`src/rtl/ifetch_unit.sv`:
```
// ifetch_unit: sequential instruction fetch with a 2-entry response buffer and redirect flush
package memory_pkg;
  localparam logic [31:0] MAP_IMEM_BASE = 32'h0000_0000;
endpackage

module ifetch_unit #(
  parameter logic [31:0] RESET_PC = memory_pkg::MAP_IMEM_BASE
) (
  input  logic        clk_i,
  input  logic        rst_i,
  input  logic        fetch_en_i,
  input  logic        redirect_i,
  input  logic [31:0] redirect_pc_i,
  output logic        imem_req_o,
  output logic [31:0] imem_addr_o,
  input  logic [31:0] imem_instr_i,
  output logic        if_valid_o,
  input  logic        if_ready_i,
  output logic [31:0] if_pc_o,
  output logic [31:0] if_instr_o
);
  logic [31:0] pc_q, inflight_pc_q;
  logic        inflight_q, rd_q, wr_q;
  logic [1:0]  count;
  logic [31:0] fifo_pc [2];
  logic [31:0] fifo_instr [2];
  logic        pop, push;
  logic [2:0]  occ;
  always_comb begin
    if_valid_o  = rst_i & ~redirect_i & (count != 2'd0);
    pop         = if_valid_o & if_ready_i;
    push        = inflight_q & ~redirect_i;
    // occupancy after this cycle, counting the response still in flight
    occ         = {1'b0, count} + {2'b0, inflight_q} - {2'b0, pop};
    imem_req_o  = rst_i & fetch_en_i & ~redirect_i & (occ < 3'd2);
    imem_addr_o = pc_q;
    if_pc_o     = if_valid_o ? fifo_pc[rd_q] : '0;
    if_instr_o  = if_valid_o ? fifo_instr[rd_q] : '0;
  end
  always_ff @(posedge clk_i or negedge rst_i) begin
    if (!rst_i) begin
      pc_q          <= RESET_PC;
      inflight_q    <= 1'b0;
      inflight_pc_q <= '0;
      rd_q          <= 1'b0;
      wr_q          <= 1'b0;
      count         <= '0;
      fifo_pc[0]    <= '0;
      fifo_pc[1]    <= '0;
      fifo_instr[0] <= '0;
      fifo_instr[1] <= '0;
    end else if (redirect_i) begin
      pc_q       <= {redirect_pc_i[31:2], 2'b00};
      inflight_q <= 1'b0;
      rd_q       <= 1'b0;
      wr_q       <= 1'b0;
      count      <= '0;
    end else begin
      inflight_q <= imem_req_o;
      if (imem_req_o) begin
        inflight_pc_q <= pc_q;
        pc_q          <= pc_q + 32'd4;
      end
      if (push) begin
        fifo_pc[wr_q]    <= inflight_pc_q;
        fifo_instr[wr_q] <= imem_instr_i;
        wr_q             <= ~wr_q;
      end
      if (pop) rd_q <= ~rd_q;
      count <= count + {1'b0, push} - {1'b0, pop};
    end
  end
endmodule

```
`config.mk`:
```
export PLATFORM = sky130hd
export DESIGN_NAME = ifetch_unit
export DESIGN_NICKNAME = d
export VERILOG_FILES = /design/src/rtl/ifetch_unit.sv
export SDC_FILE = /design/constraint.sdc
export NUM_CORES = 1
export LEC_CHECK = 0
export CAP_MARGIN = 5
export CORE_MARGIN = 1.5
export CORE_UTILIZATION = 45
export CTS_CLUSTER_DIAMETER = 200
export DETAILED_ROUTE_END_ITERATION = 12
export PLACE_DENSITY = 0.74
export SETUP_SLACK_MARGIN = 0.15
export SLEW_MARGIN = 40
export SYNTH_ARGS = -nofsm -noshare
export SYNTH_HDL_FRONTEND = slang
export SYNTH_SLANG_ARGS = --single-unit
```
`constraint.sdc`:
```
create_clock -name clk_i -period 3.53 [get_ports clk_i]
set_input_delay 0.706 -clock clk_i [delete_from_list [all_inputs] [get_ports clk_i]]
set_output_delay 0.706 -clock clk_i [all_outputs]
set_load 0.1 [all_outputs]
```
# Word-level counts from Yosys, hierarchy flattened
# Cells that the tools add are included.
# word_totals
reg_bits	197
latchBits	0
ramBits	0
rom_bits	0
inputBits	69
output_inout_bits	98
wordCells	58
n_memories	0
# op_classes
n_addsub	5
multipliers	0
n_div	0
order_cmp	4
eq_ne	0
n_shift	0
muxes	20
bitwise	12
reduce_logical	7
# op_table
cell	count
$mux 32	11
$bwmux 64	2
$add 32x3->32 const B	1
$demux 32 s1	1
$reduce_bool 2->1	4
$and 1x1->1	7
$mux 1	5
$ge 2x2->1 const B	2
$not 1->2	2
$reduce_and 2->1	2
$add 2x1->3	1
$lt 3x2->1 const B	1
$not 1->1	3
$sub 3x1->3	1
$add 2x1->2	1
$lt 2x1->1 const B	1
$mux 2	1
$sub 2x1->2	1
$logic_and 1x1->1	1

# Longest topological paths before layout
# Gate-level depths: netlist of the first run.
# depth
depth_word	9
ltp_mapped	14
ltp_nobuf	13

# Least setup slack after synthesis of the first run
# No wires, ideal clock.
# synth_timing
kind	in2out
startpoint	input rst_i
endpoint	output imem_req_o
arrival_ps	3972
required_ps	2824
slack_ps	-1148
stages	12
n_path_buf	2
path_cell_list	nor2b_1 o21ai_1 inv_1 and2_1 ha_1 nand2b_1 fa_1 nand4b_1 or2_1 inv_2 buf_2 buf_2
# synth_via
elab_chain_cells	6
elab_cells_between_ends	8
cone_classes	add/sub (1); order compare (1); bitwise (6)
# synth_lines
item	line	source
start: declaration	10	input logic rst_i,
$and 1x1->1 (2 in series)	30	if_valid_o = rst_i & ~redirect_i & (count != 2'd0);
net if_valid_o	17	output logic if_valid_o,
$and 1x1->1	31	pop = if_valid_o & if_ready_i;
$sub 3x1->3	34	occ = {1'b0, count} + {2'b0, inflight_q} - {2'b0, pop};
$lt 3x2->1	35	imem_req_o = rst_i & fetch_en_i & ~redirect_i & (occ < 3'd2);
$and 1x1->1	35	
end: declaration	14	output logic imem_req_o,
# The timed path passes the listed nets, and every way through them passes these cells.

# Worst setup path after layout of the first run
# layout_timing
startpoint	register count[0]
endpoint	output imem_req_o
# layout_via
elab_chain_cells	6
elab_cells_between_ends	7
cone_classes	add/sub (2); order compare (1); bitwise (3); reduce/logical (1)
# layout_lines
item	line	source
start: declaration	24	logic [1:0] count;
start signal: assignment	70	count <= count + {1'b0, push} - {1'b0, pop};
$reduce_bool 2->1	30	
$and 1x1->1	30	
$and 1x1->1	31	
$sub 3x1->3 *	34	
$lt 3x2->1 *	35	
$and 1x1->1 *	35	
# Every way passes the cells marked *; elsewhere a longest branch is shown, timed or not.

==> results.json, run 1 <==
{
  "status": "complete, no violations",
  "synthCells": 764,
  "drive_gt1_frac": 0.327,
  "leakage_uw": 0.00530,
  "detail-route-antenna-nets": 0,
  "synthesis.area_mm2": 0.00869,
  "ys_types": 52,
  "final_core_util": 0.637,
  "grtUsageTotal": 0.216,
  "slowest_stage": "fa_1",
  "layout_commonest_cell": "dfrtp_1",
  "arrival_ns": 2.78,
  "die_height_um": 142,
  "ir_drop_v": 0.000383,
  "finalWeightedCongestion": 0.826,
  "min_path_type": "in2async",
  "finClkSkew_ns": 0.00692,
  "path_buf_inv": 3,
  "ctsHoldBuffers": 0,
  "numCtsBuffers": 17,
  "num_antenna_cells": 0,
  "path_class": "reg2out",
  "crit_chain": "o21ai_4 > clkinvlp_4 > and2_4 > ha_4 > nand2b_4 > fa_1 > nand4b_1 > or2_4 > inv_4 > buf_12",
  "initial_core_util": 0.462,
  "tightest_slew_ns": 0.776,
  "final_cell_mix": "187 x dfrtp_1, 124 x nand2_1, 124 x mux2_2",
  "maxCapViolations": 0,
  "slew_headroom": 0.480,
  "clock_latency_ns": 0.43,
  "drt-total-wl_um": 20800,
  "vias": 6459,
  "ios": 167,
  "nNetsFinal": 1013,
  "min_period_ns": 3.48,
  "clockBufferDepth": 2,
  "r2r_start": "count[0]$_DFF_PN0_",
  "post-route-period-util": 0.986,
  "portBuffers": 160,
  "grt_pass1_vias": 6601,
  "crit_start": "count[0]$_DFF_PN0_",
  "cts_max_level": 4,
  "grt_pass1_wl_um": 33900,
  "crit_path_end_kind": "output pin",
  "crit_fanout": 2,
  "clk_pin_slew_ns": 0.07,
  "cts.sinks": 189,
  "power_density_mw_per_mm2": 500,
  "syn_to_final_growth_pct": 38.0,
  "ys_ff_latch": 189,
  "rsz0062_at_grt": "yes",
  "syn_avg_cell_area_um2": 11.4,
  "dr.first_iter.drc_count": 353,
  "grt_max_degree": 85,
  "cts-root-buf": "clkbuf_16",
  "wl_per_cell_um": 17.1,
  "hold_violations": 0,
  "synth_async_sr_flop_share": 1.00,
  "slowest_delay_ns": 0.49,
  "synth_edf_count": 0,
  "drc": 0,
  "synth_ff_type": "dfrtp_1",
  "std_cell_rows": 50,
  "fp.dieW_um": 142,
  "antenna_found_initial": 0,
  "critPathRequiredTime_ns": 2.82,
  "max_freq_mhz": 287,
  "vias_per_cell": 5.33,
  "start_kind": "flip-flop",
  "whs_ns": 0.431,
  "design.core.area_mm2": 0.0188,
  "ys_seq_area_frac": 0.544,
  "finalMaxSlewViolations": 0,
  "dp_hpwl_um": 13800,
  "ys_warn_count": 0,
  "finalSetupViolations": 0,
  "grt_overflow": 0,
  "cp_top_family": "adder cells",
  "cts_tree": "built",
  "drtPass1Iterations": 5,
  "dieArea_mm2": 0.0202
}
==> cells in the mapped netlist (6+ instances only) <==
| cell type | number | area, um^2 |
|---|---|---|
| buf_2 | 16 | 80.1 |
| o21ai_0 | 17 | 85.1 |
| o211ai_1 | 10 | 75.1 |
| mux2i_1 | 64 | 641 |
| o311ai_0 | 9 | 78.8 |
| inv_1 | 10 | 37.5 |
| clkbuf_1 | 19 | 71.3 |
| mux2_2 | 124 | 1400 |
| nor2_1 | 79 | 297 |
| nand4_1 | 11 | 68.8 |
| nand2_1 | 124 | 465 |
| buf_1 | 6 | 22.5 |
| dfrtp_1 | 189 | 4730 |
| nand3_1 | 17 | 85.1 |
==> where the power goes <==
part / internal (uW) / switching, uW
sequential: 2590 / 281
combinational: 560 / 726
clock: 949 / 887
total: 4100 / 1890
==> logic make-up (layout without fill, tap and decap cells) <==
group / count (synthesis) / count (layout) / share of synthesized area
adders and majority gates: 5 / 5 / 0.00806
and+or+nand+nor: 258 / 258 / 0.129
xor gates and xnor gates: 9 / 9 / 0.00907
muxes: 188 / 188 / 0.234
DFF: 189 / 189 / 0.544
buffers and inverters: 57 / 242 / 0.0291
other: 1 / 4 / 0.000431
AOI/OAI and AO/OA: 57 / 57 / 0.0465
==> sequential cells by signal, summed over array words and instances, names as in the netlist <==
name,flops
fifo_instr,64
fifo_pc,60
imem_addr_o,30
inflight_pc_q,30
count,2
inflight_q,1
rd_q,1
wr_q,1
==> metal layers <==
layer	GRT usage	share of wire
met5	0	0
met4	0.0673	0.016
met3	0.0464	0.057
met2	0.348	0.48
met1	0.293	0.45
==> stage by stage <==
step | area [um^2] | instances | power, uW | TNS (ns) | setup WS (ns)
CTS | 12000 | 1210 | 6050 | -0.00125 | -0.00125
finish | 12000 | 1212 | 6000 | 0 | 0.0478
detailed placement | 11300 | 1169 | 4200 | -11.87 | -0.426
global placement | 11300 | 1169 | 4150 | -9.27 | -0.377
global route | 12000 | 1212 | 6290 | -0.0647 | -0.0647
floorplan | 8810 | 767 | 3770 | -3.28 | -0.523
==> layout make-up <==
class	count	area, um^2
Sequential cell	189	4730
Fill cell	1463	6840
Clock inverter	14	125
Tap cell	260	325
Inverter	11	47.5
Clock buffer	18	439
Timing Repair Buffer	199	2530
Multi-Input combinational cell	521	3790
==> path summary, 6_finish.rpt <==
check	cells after the start	to	slack [ns]
setup / recovery	10	imem_req_o	0.05
hold / removal	2	fifo_pc[25]$_DFFE_PN0P_	0.43
setup reg to reg	16	imem_addr_o[7]$_DFFE_PN0P_	0.26
hold reg to reg	1	fifo_instr[1]$_DFFE_PN0P_	0.51
max in group asynchronous	3	count[1]$_DFF_PN0_	1.92
min in group clk_i	1	fifo_instr[1]$_DFFE_PN0P_	0.51
==> what timing repair did <==
| item | 4_1_cts | 5_1_grt |
|---|---|---|
| pin swaps | 4 | 5 |
| setup buffers | 9 | 2 |
| gates cloned | 0 | 0 |
| resized for setup | 8 | 5 |
| endpoints found under the setup margin | 22 | 3 |
(Power assumes the default switching activity.)
==> run 2: changes to the inputs <==
--- a/config.mk
+++ b/config.mk
@@ -6,7 +6,6 @@
 export NUM_CORES = 1
 export LEC_CHECK = 0
 export CAP_MARGIN = 5
-export CORE_MARGIN = 1.5
 export CORE_UTILIZATION = 45
 export CTS_CLUSTER_DIAMETER = 200
 export DETAILED_ROUTE_END_ITERATION = 12
==> results.json, run 2 (synthesis results as in run 1) <==
{
  "portBuffers": 160,
  "power_density_mw_per_mm2": 509,
  "finalMaxSlewViolations": 0,
  "max_freq_mhz": 290,
  "clockBufferDepth": 2,
  "initial_core_util": 0.462,
  "crit_path_end_kind": "output pin",
  "critPathRequiredTime_ns": 2.82,
  "syn_to_final_growth_pct": 38.3,
  "finalWeightedCongestion": 0.846,
  "post-route-period-util": 0.976,
  "antenna_found_initial": 0,
  "ctsHoldBuffers": 0,
  "tightest_slew_ns": 0.781,
  "hold_violations": 0,
  "grt_pass1_vias": 6623,
  "r2r_start": "count[0]$_DFF_PN0_",
  "path_class": "in2out",
  "grt_max_degree": 85,
  "cts_tree": "built",
  "dr.first_iter.drc_count": 318,
  "std_cell_rows": 50,
  "cts_max_level": 4,
  "timing.rr.end": "imem_addr_o[7]$_DFFE_PN0P_",
  "fp.dieW_um": 141,
  "wl_per_cell_um": 17.1,
  "setup_tns_ns": 0,
  "status": "complete, no violations",
  "drtPass1Iterations": 5,
  "arrival_ns": 2.74,
  "final_core_util": 0.639,
  "drive_gt1_frac": 0.327,
  "cts.sinks": 189,
  "grtUsageTotal": 0.226,
  "largestRegisters": "fifo_instr (64), fifo_pc (60)",
  "design.core.area_mm2": 0.0188,
  "finClkSkew_ns": 0.00819,
  "whs_ns": 0.338,
  "numCtsBuffers": 17,
  "min_path_type": "in2async",
  "clk_pin_slew_ns": 0.07,
  "detail-route-antenna-nets": 0,
  "grt_overflow": 0,
  "largest-register": "fifo_instr",
  "drt-total-wl_um": 20800,
  "rsz0062_at_grt": "yes",
  "final_cell_mix": "187 x dfrtp_1, 124 x nand2_1, 124 x mux2_2",
  "crit_start": "rst_i",
  "cts-root-buf": "clkbuf_16",
  "reg2reg_depth": 16,
  "start_kind": "primary input",
  "maxCapViolations": 0,
  "grt_pass1_wl_um": 34500,
  "ir_drop_v": 0.000366,
  "largest_reg_flops": 64,
  "crit_fanout": 2,
  "num_antenna_cells": 0,
  "ios": 167,
  "vias": 6455,
  "nNetsFinal": 1014,
  "crit_end": "imem_req_o",
  "vias_per_cell": 5.32,
  "finalSetupViolations": 0,
  "leakage_uw": 0.00532,
  "min_period_ns": 3.44,
  "dieArea_mm2": 0.0199,
  "layout_commonest_cell": "dfrtp_1",
  "clock_latency_ns": 0.44,
  "die_height_um": 141,
  "slew_headroom": 0.479,
  "drc": 0,
  "dp_hpwl_um": 13800,
  "r2r_slack_ns": 0.12
}
-- run 2: final cells by class --
type,instances,area (um^2)
Timing Repair Buffer,200,2510
Clock inverter,13,165
Sequential cell,189,4730
Tap cell,260,325
Fill cell,1432,6810
Clock buffer,19,443
Multi-Input combinational cell,521,3790
Inverter,11,50.0
-- run 2: layer usage --
metal / wire [um] / global-route usage
met2: 10100 / 0.367
met4: 492 / 0.0864
met1: 9110 / 0.297
met5: 0 / 0
met3: 1080 / 0.0479
-- run 2: critical path, cell delays in order --
cell and delay [ns]:
clkbuf_8 0.13, nor2b_4 0.13, o21ai_4 0.07, clkinvlp_4 0.11, and2_4 0.15, ha_4 0.20
nand2b_4 0.13, fa_1 0.47, nand4b_1 0.12, or2_4 0.28, clkinv_4 0.07, buf_12 0.16
-- run 2: what timing repair did --
action                     CTS  global route
buffers inserted            10             3
setup endpoints to repair   20             3
pin swaps                    4             4
resized for setup            7             6
-- run 2: power breakdown --
part           switching, uW  internal, uW  total (uW)
clock                    830          1140        1970
sequential               276          2600        2870
combinational            725           557        1280
-- run 2: how the worst min path moves through the flow --
| stage | to | slack (ns) | cells past startpoint |
|---|---|---|---|
| detailed placement | inflight_pc_q[16]$_DFFE_PN0P_ | 0.49 | 2 |
| global placement | inflight_pc_q[24]$_DFFE_PN0P_ | 0.48 | 2 |
| CTS | imem_addr_o[26]$_DFFE_PN0P_ | 0.35 | 2 |
| floorplan | count[0]$_DFF_PN0_ | 0.41 | 0 |
| global route | imem_addr_o[21]$_DFFE_PN0P_ | 0.36 | 2 |
| finish | imem_addr_o[20]$_DFFE_PN0P_ | 0.34 | 2 |
-- run 2: through the flow --
| step | power, uW | instances | setup WS (ns) | area (um^2) |
|---|---|---|---|---|
| CTS | 6170 | 1210 | 0.0372 | 12000 |
| global route | 6410 | 1213 | -0.0115 | 12000 |
| floorplan | 3770 | 767 | -0.523 | 8810 |
| finish | 6120 | 1213 | 0.0865 | 12000 |
| detailed placement | 4190 | 1168 | -0.423 | 11300 |
| global placement | 4140 | 1168 | -0.374 | 11300 |
==> run 3: changes to the inputs <==
==> constraint.sdc (replaced) <==
create_clock -name clk_i -period 3.53 [get_ports clk_i]
set_input_delay 0.5295 -clock clk_i [delete_from_list [all_inputs] [get_ports clk_i]]
set_output_delay 0.5295 -clock clk_i [all_outputs]
set_load 0.1 [all_outputs]
==> results.json, run 3 (synthesis results as in run 1) <==
{
  "status": "complete, no violations",
  "drt-total-wl_um": 21200,
  "final_cell_mix": "187 x dfrtp_1, 124 x nand2_1, 124 x mux2_2",
  "design.core.area_mm2": 0.0188,
  "wl_per_cell_um": 17.6,
  "ctsHoldBuffers": 0,
  "ios": 167,
  "path_buf_inv": 4,
  "timing.rr.end": "imem_addr_o[7]$_DFFE_PN0P_",
  "slowest_stage": "fa_1",
  "r2r_slack_ns": 0.24,
  "initial_core_util": 0.462,
  "grt_overflow": 0,
  "numCtsBuffers": 17,
  "cts-root-buf": "clkbuf_16",
  "clk_pin_slew_ns": 0.07,
  "crit_path_end_kind": "output pin",
  "clock_latency_ns": 0.43,
  "cts_max_level": 4,
  "critPathRequiredTime_ns": 3.00,
  "design_area_mm2": 0.0120,
  "vias": 6413,
  "cts.sinks": 189,
  "min_path_type": "in2async",
  "drive_gt1_frac": 0.318,
  "die_height_um": 141,
  "tightest_slew_ns": 0.754,
  "grt_pass1_vias": 6489,
  "seq_area_mm2": 0.00473,
  "reg2reg_depth": 15,
  "grt_max_degree": 106,
  "min_period_ns": 3.38,
  "placed_cell_area_mm2": 0.0112,
  "finalSetupViolations": 0,
  "hold_violations": 0,
  "finalMaxSlewViolations": 0,
  "portBuffers": 160,
  "post-route-period-util": 0.957,
  "cts_tree": "built",
  "cp_top_family": "adder cells",
  "path_common_cell": "buf_12",
  "crit_chain": "o21ai_4 > clkinvlp_4 > and2_4 > ha_4 > nand2b_4 > fa_1 > nand4b_1 > or2_4 > inv_4 > buf_12 > buf_12",
  "vias_per_cell": 5.34,
  "grtUsageTotal": 0.231,
  "antenna_found_initial": 0,
  "slowest_delay_ns": 0.49,
  "largest-register": "fifo_instr",
  "dr.first_iter.drc_count": 387,
  "finalWeightedCongestion": 0.811,
  "arrival_ns": 2.85,
  "finClkSkew_ns": 0.0101,
  "path_class": "reg2out",
  "power_density_mw_per_mm2": 520,
  "std_cell_rows": 50,
  "fp.dieW_um": 141,
  "start_kind": "flip-flop",
  "clockBufferDepth": 2,
  "drtPass1Iterations": 4,
  "layout_commonest_cell": "dfrtp_1",
  "crit_fanout": 2,
  "dieArea_mm2": 0.0199,
  "nNetsFinal": 1002,
  "finalPower_uw": 6220,
  "dp_hpwl_um": 13500,
  "grt_pass1_wl_um": 35100,
  "ir_drop_v": 0.000338,
  "rsz0062_at_grt": "yes",
  "max_freq_mhz": 296,
  "r2r_start": "count[0]$_DFF_PN0_",
  "leakage_uw": 0.00529,
  "largestRegisters": "fifo_instr (64), fifo_pc (60)",
  "num_antenna_cells": 0,
  "slew_headroom": 0.495,
  "syn_to_final_growth_pct": 37.7,
  "multi_input_area_mm2": 0.00379,
  "largest_reg_flops": 64,
  "fill_cells": 1454,
  "detail-route-antenna-nets": 0,
  "drc": 0,
  "maxCapViolations": 0
}
[run 3: cell types whose count changed in the layout (fill, tap and decap cells not counted), moves of 2 or more]
cell        previous run  this run
buf_12                68        70
buf_2                  8        31
buf_4                 55        19
buf_6                  3         1
clkinv_2               3         1
clkinv_4               5         1
clkinvlp_4             2         4
o21ai_0                1         8
o21ai_1               16         9
[run 3: what timing repair did]
action,in CTS,in global routing
cloned,1,0
setup buffers,11,0
setup endpoints to repair,1,11
gates resized for setup,1,3
pin swaps,4,4
[run 3: power by group]
| group | total [uW] | switching, uW | internal [uW] |
|---|---|---|---|
| Combinational | 1260 | 717 | 542 |
| Sequential | 2870 | 278 | 2590 |
| Clock | 2090 | 837 | 1250 |
| Total | 6220 | 1830 | 4390 |
[run 3: routing by layer]
metal | track usage | wire length (um) | share of wire
met3 | 0.0482 | 1220 | 0.058
met1 | 0.306 | 9300 | 0.44
met2 | 0.378 | 10300 | 0.49
met5 | 0 | 0 | 0
met4 | 0.0772 | 311 | 0.015
[run 3: how the worst max path moves through the flow]
stage                                  endpoint  depth (start not counted)  slack [ns]               start
floorplan                            imem_req_o                         12       -0.17               rst_i
global placement    imem_addr_o[10]$_DFFE_PN0P_                         12        0.08          if_ready_i
detailed placement  imem_addr_o[28]$_DFFE_PN0P_                         15        0.05               rst_i
CTS                                  imem_req_o                         11        0.12  count[1]$_DFF_PN0_
global route                         imem_req_o                         11        0.07  count[0]$_DFF_PN0_
finish                               imem_req_o                         11        0.15  count[0]$_DFF_PN0_
[run 3: area by class of cell]
type,instances,area share
inverter,11,0.00397
clock inverter,12,0.0153
sequential,189,0.396
tap,260,0.0272
multi-input combinational,521,0.317
timing repair buffer,188,0.203
clock buffer,20,0.0390
[run 3: worst register-to-register path: stages, from the launching register on]
cell and delay (ns):
dfrtp_1 0.41, o21ai_4 0.19, clkinvlp_4 0.11, and2_4 0.15
ha_4 0.20, nand2b_4 0.13, fa_1 0.49, nand4b_1 0.12
buf_4 0.15, buf_4 0.12, buf_4 0.12, buf_4 0.12
buf_4 0.13, or3_1 0.42, o211ai_1 0.18, o311ai_1 0.11
[run 3: stage by stage]
stage               cells  setup slack, ns  TNS [ns]  utilization  hold slack (ns)
floorplan             767           -0.170    -0.170            -            0.234
global placement     1156           0.0805         0        0.601            0.482
detailed placement   1157           0.0506         0        0.595            0.489
CTS                  1201            0.122         0        0.635            0.173
global route         1201           0.0686         0        0.636            0.166
finish               1201            0.152         0        0.636            0.145
